`config.mk`:
```
export PLATFORM = sky130hd
export DESIGN_NAME = regfile_access_arbiter
export DESIGN_NICKNAME = d
export VERILOG_FILES = /design/src/rtl/regfile_access_arbiter.sv
export SDC_FILE = /design/constraint.sdc
export NUM_CORES = 1
export LEC_CHECK = 0
export ABC_AREA = 1
export CAP_MARGIN = 15
export CORE_AREA = 2 2 130 101
export DETAILED_ROUTE_END_ITERATION = 8
export DIE_AREA = 0 0 132 103
export HOLD_SLACK_MARGIN = 0.08
export PLACE_DENSITY = 0.85
export SETUP_SLACK_MARGIN = 0.15
export SYNTH_ARGS = -nofsm -noshare
export SYNTH_HDL_FRONTEND = slang
export SYNTH_SLANG_ARGS = --single-unit
```
`constraint.sdc`:
```
create_clock -name clk -period 5 [get_ports clk]
set_input_delay 1.5 -clock clk [delete_from_list [all_inputs] [get_ports clk]]
set_output_delay 1.5 -clock clk [all_outputs]
set_load 0.1 [all_outputs]
```
`src/rtl/regfile_access_arbiter.sv`:
```
// regfile_access_arbiter
//   Shares the write port and read port 1 of the central register file
//   between two requesters (A = core datapath, B = debug/boot loader) using
//   round-robin arbitration. Only one access is in flight at a time. A
//   hardware clear sweep writes zero to every register, one per cycle.
//
// Ports
//   clk, rst            clock; asynchronous active-low reset
//   a_* / b_*           requester command (valid/ready) and response
//                       (rvalid pulse, rdata held until the next response)
//   clear_req           level request for a full register clear
//   clear_busy          sweep in progress
//   clear_done          one-cycle pulse after the last clear write
//   rf_addr1, rf_data1  register file read port 1 (combinational read data)
//   rf_waddr, rf_wdata,
//   rf_we               register file write port (written on negedge)
module regfile_access_arbiter #(
  parameter int DATA_W   = 32,
  parameter int ADDR_W   = 5,
  parameter int NUM_REGS = 32
) (
  input  logic              clk,
  input  logic              rst,
  input  logic              a_valid,
  input  logic              a_write,
  input  logic [ADDR_W-1:0] a_addr,
  input  logic [DATA_W-1:0] a_wdata,
  output logic              a_ready,
  output logic              a_rvalid,
  output logic [DATA_W-1:0] a_rdata,
  input  logic              b_valid,
  input  logic              b_write,
  input  logic [ADDR_W-1:0] b_addr,
  input  logic [DATA_W-1:0] b_wdata,
  output logic              b_ready,
  output logic              b_rvalid,
  output logic [DATA_W-1:0] b_rdata,
  input  logic              clear_req,
  output logic              clear_busy,
  output logic              clear_done,
  output logic [ADDR_W-1:0] rf_addr1,
  input  logic [DATA_W-1:0] rf_data1,
  output logic [ADDR_W-1:0] rf_waddr,
  output logic [DATA_W-1:0] rf_wdata,
  output logic              rf_we
);

  typedef enum logic [1:0] {
    S_IDLE   = 2'd0,
    S_ACCESS = 2'd1,
    S_CLEAR  = 2'd2
  } state_e;

  localparam logic [ADDR_W-1:0] LAST_IDX = ADDR_W'(NUM_REGS - 1);

  state_e              state_q;
  logic                last_grant_q;  // 0 = A, 1 = B
  logic                owner_q;       // 0 = A, 1 = B
  logic [ADDR_W-1:0]   clr_cnt_q;
  logic                a_rvalid_q, b_rvalid_q;
  logic [DATA_W-1:0]   a_rdata_q, b_rdata_q;
  logic                clear_busy_q, clear_done_q;
  logic [ADDR_W-1:0]   rf_addr1_q, rf_waddr_q;
  logic [DATA_W-1:0]   rf_wdata_q;
  logic                rf_we_q;

  // Ready is only offered in IDLE, out of reset, when no clear is pending.
  // On a tie the requester that was not granted last wins.
  logic grant_ok;
  logic a_fire, b_fire;

  assign grant_ok = (state_q == S_IDLE) && rst && !clear_req;
  assign a_ready  = grant_ok && a_valid && (!b_valid || last_grant_q);
  assign b_ready  = grant_ok && b_valid && (!a_valid || !last_grant_q);
  assign a_fire   = a_valid && a_ready;
  assign b_fire   = b_valid && b_ready;

  always_ff @(posedge clk or negedge rst) begin
    if (!rst) begin
      state_q      <= S_IDLE;
      last_grant_q <= 1'b1;
      owner_q      <= 1'b0;
      clr_cnt_q    <= '0;
      a_rvalid_q   <= 1'b0;
      b_rvalid_q   <= 1'b0;
      a_rdata_q    <= '0;
      b_rdata_q    <= '0;
      clear_busy_q <= 1'b0;
      clear_done_q <= 1'b0;
      rf_addr1_q   <= '0;
      rf_waddr_q   <= '0;
      rf_wdata_q   <= '0;
      rf_we_q      <= 1'b0;
    end else begin
      a_rvalid_q   <= 1'b0;
      b_rvalid_q   <= 1'b0;
      clear_done_q <= 1'b0;
      case (state_q)
        S_IDLE: begin
          if (clear_req) begin
            // First clear write is issued in the very first CLEAR cycle.
            state_q      <= S_CLEAR;
            clear_busy_q <= 1'b1;
            clr_cnt_q    <= '0;
            rf_we_q      <= 1'b1;
            rf_waddr_q   <= '0;
            rf_wdata_q   <= '0;
          end else if (a_fire || b_fire) begin
            rf_addr1_q   <= b_fire ? b_addr  : a_addr;
            rf_waddr_q   <= b_fire ? b_addr  : a_addr;
            rf_wdata_q   <= b_fire ? b_wdata : a_wdata;
            rf_we_q      <= b_fire ? b_write : a_write;
            owner_q      <= b_fire;
            last_grant_q <= b_fire;
            state_q      <= S_ACCESS;
          end
        end
        S_ACCESS: begin
          // A write responds with the data it just stored; a read returns
          // the file output for the latched read address.
          if (owner_q) begin
            b_rvalid_q <= 1'b1;
            b_rdata_q  <= rf_we_q ? rf_wdata_q : rf_data1;
          end else begin
            a_rvalid_q <= 1'b1;
            a_rdata_q  <= rf_we_q ? rf_wdata_q : rf_data1;
          end
          rf_we_q <= 1'b0;
          state_q <= S_IDLE;
        end
        S_CLEAR: begin
          if (clr_cnt_q == LAST_IDX) begin
            rf_we_q      <= 1'b0;
            clear_busy_q <= 1'b0;
            clear_done_q <= 1'b1;
            state_q      <= S_IDLE;
          end else begin
            clr_cnt_q  <= clr_cnt_q + 1'b1;
            rf_waddr_q <= clr_cnt_q + 1'b1;
          end
        end
        default: state_q <= S_IDLE;
      endcase
    end
  end

  assign a_rvalid   = a_rvalid_q;
  assign b_rvalid   = b_rvalid_q;
  assign a_rdata    = a_rdata_q;
  assign b_rdata    = b_rdata_q;
  assign clear_busy = clear_busy_q;
  assign clear_done = clear_done_q;
  assign rf_addr1   = rf_addr1_q;
  assign rf_waddr   = rf_waddr_q;
  assign rf_wdata   = rf_wdata_q;
  assign rf_we      = rf_we_q;

endmodule

```
==> results_dict.tcl <==
set metrics [dict create \
    rows 36 \
    syn_avg_cell_area_um2 8.90 \
    slowest_stage "clkdlybuf4s50_1" \
    worstSetupPathType "input pin to primary output" \
    worstPathArrival_ps 2760 \
    hold_viol_final 0 \
    drtIter0Drc 213 \
    area_growth_pct 53.9 \
    vias 5179 \
    drt_wl_total_mm 17.4 \
    crit_start "clear_req" \
    rsz0062_at_grt "false" \
    htreeDepth 4 \
    ant_nets 0 \
    syn_nets 757 \
    synth.most_common_cell "nand2_1" \
    drive_gt1_frac 0.138 \
    die_w_um 132 \
    grt_pass1_wl_mm 27.2 \
    grt_pass1_vias 5218 \
    reg2reg_to "rf_wdata[24]" \
    first_pass_iters 5 \
    maxSlewViolCount 0 \
    clk_latency_ps 410 \
    fin_nets 980 \
    ios 226 \
    clock_sinks 120 \
    synth.area.top_cells "dfrtp_1 (52%), nand2_1 (21%), mux2_2 (13%), nand3_1 (3.6%), ha_1 (1.3%)" \
    post_cts_buffers 0 \
    synth_top_area_frac 0.525 \
    synthArstFlopShare 1.00 \
    outcome "completed" \
    path_clk_slew_ps 50 \
    nFillCells 967 \
    die_height_um 103 \
    grt.total_usage 0.259 \
    cp.depth 5 \
    finalCriticalPeriod_ps 4260 \
    synth_edf_count 0 \
    yosys.area.top_type "dfrtp_1" \
    place.gp.congestion 0.854 \
    yosysSeqAreaShare 0.529 \
    fmax_ghz 0.234 \
    cts_resized 0 \
    synth_area_um2 5680 \
    crit_chain "clkdlybuf4s50_1, nor2_4, nand3_2, inv_2, buf_12" \
    finClkSkew_ps 7.74 \
    path_delay_family "buffers and inverters" \
    setup_viol_count_final 0 \
    synthCells 638 \
    coreArea_um2 12500 \
    wire_per_inst_um 16.6 \
    cts_tree "done" \
    cp-start-kind "input pin" \
    cts_made_buffers 17 \
    maxCapViolCount 0 \
    synth.distinct_cells 27 \
    cp.required_ps 3500 \
    io_buffers 225 \
    via_per_inst 4.96 \
    drc 0 \
    die-area_um2 13600 \
    cts-root-buf "clkbuf_16" \
    min_from "b_rdata[31]" \
    synth.top_cells.by_count "nand2_1 (315), dfrtp_1 (119), mux2_2 (64)" \
    synth_ff_type "dfrtp_1" \
    antenna_found_initial 0 \
    clockBufferDepth 2 \
    diodes 0 \
    synth_seq_cells 120 \
    cts-hold-fix-buffers 0 \
    reg2regPathDepth 11 \
    hold_path_class "register to register" \
    worst_pin_slew_ps 1110 \
    relSlewSlack 0.256 \
    synth_warnings 0 \
    crit_buf_inv 3 \
    slowest_delay_ps 510 \
    grt_max_degree 65 \
    regToRegSetupSlack_ps 2050 \
    grt_remaining_overflow 0 \
    tns_ps 0 \
    dp_hpwl_mm 11.8 \
    end_kind "primary output" \
    critPathMaxFanout 8 \
    post-route-period-util 0.853 \
    start_util 0.455 \
    critPathCapture "a_ready" \
    r2r_start "state_q[0]" \
]
## per-stage QoR
step                      std cells  utilization  setup WS (ps)  hold WS (ps)  cell area (um^2)
after floorplan                 638            -           1170           453              5680
after global placement         1013        0.647            761           460              8080
after detailed placement       1013        0.647            733           465              8080
after CTS                      1045        0.700            742           480              8740
after global routing           1045        0.700            668           509              8740
final                          1045        0.700            735           478              8740
## state kept, by name, indices dropped and copies added (netlist names)
name and cells:
clear_done 1, rf_wdata 32, state_q 2, a_rvalid 1, clr_cnt_q 5, rf_we 1, b_rdata 32, owner_q 1
clear_busy 1, a_rdata 32, rf_addr1 5, last_grant_q 1, rf_waddr 5, b_rvalid 1
## per-layer routing
| metal | vias up | wire length, um | global-route usage |
|---|---|---|---|
| met4 | 0 | 173 | 0.0761 |
| met2 | 219 | 8300 | 0.437 |
| met3 | 19 | 1370 | 0.0713 |
| met1 | 2458 | 7540 | 0.333 |
| met5 | - | 0 | 0 |
| li1 | 2483 | - | - |
## cell families after synthesis
kind of cell / after synthesis / synth area share
simple gates: 374 / 0.267
mux: 64 / 0.127
fa+ha+maj: 6 / 0.0132
compound gates: 21 / 0.0196
buf+inv: 53 / 0.0441
flops: 120 / 0.529
## worst min-delay path by stage
stage / endpoint / slack (ps) / cells after the start
floorplan: clr_cnt_q[3] / 450 / 2
global placement: b_rdata[21] / 460 / 2
detailed placement: b_rdata[21] / 460 / 2
CTS: b_rdata[21] / 480 / 2
global route: rf_waddr[0] / 510 / 2
finish: b_rdata[31] / 480 / 2
## tightest hold or removal path: stages, from the launching register on
cell and delay (ps):
dfrtp_1 340, nand2_1 50, nand2_1 60
## area by class of cell
cell class | instances | area (um^2) | area share
Inverter | 23 | 90.1 | 0.0103
Tap cell | 171 | 214 | 0.0245
Clock buffer | 18 | 439 | 0.0503
Timing Repair Buffer | 234 | 2340 | 0.268
Sequential cell | 120 | 3010 | 0.344
Multi-Input combinational cell | 465 | 2430 | 0.278
Clock inverter | 14 | 223 | 0.0255
## cells in the final DEF, fill, tap and decap left out, drive strengths merged
cell and instances:
clkdlybuf4s50 222, dfrtp 119, nand3 42, mux2 64, or2 1, o21ai 17
ha 6, nand2 316, dfstp 1, inv 23, buf 12, nand3b 5
bufinv 5, nor2 10, clkbuf 18, clkinvlp 2, a21oi 3, o31ai 1
clkinv 7
Power is left out: the tool's default activity adds up to more than one toggle a clock period on the data nets, which glitch-free logic cannot reach.
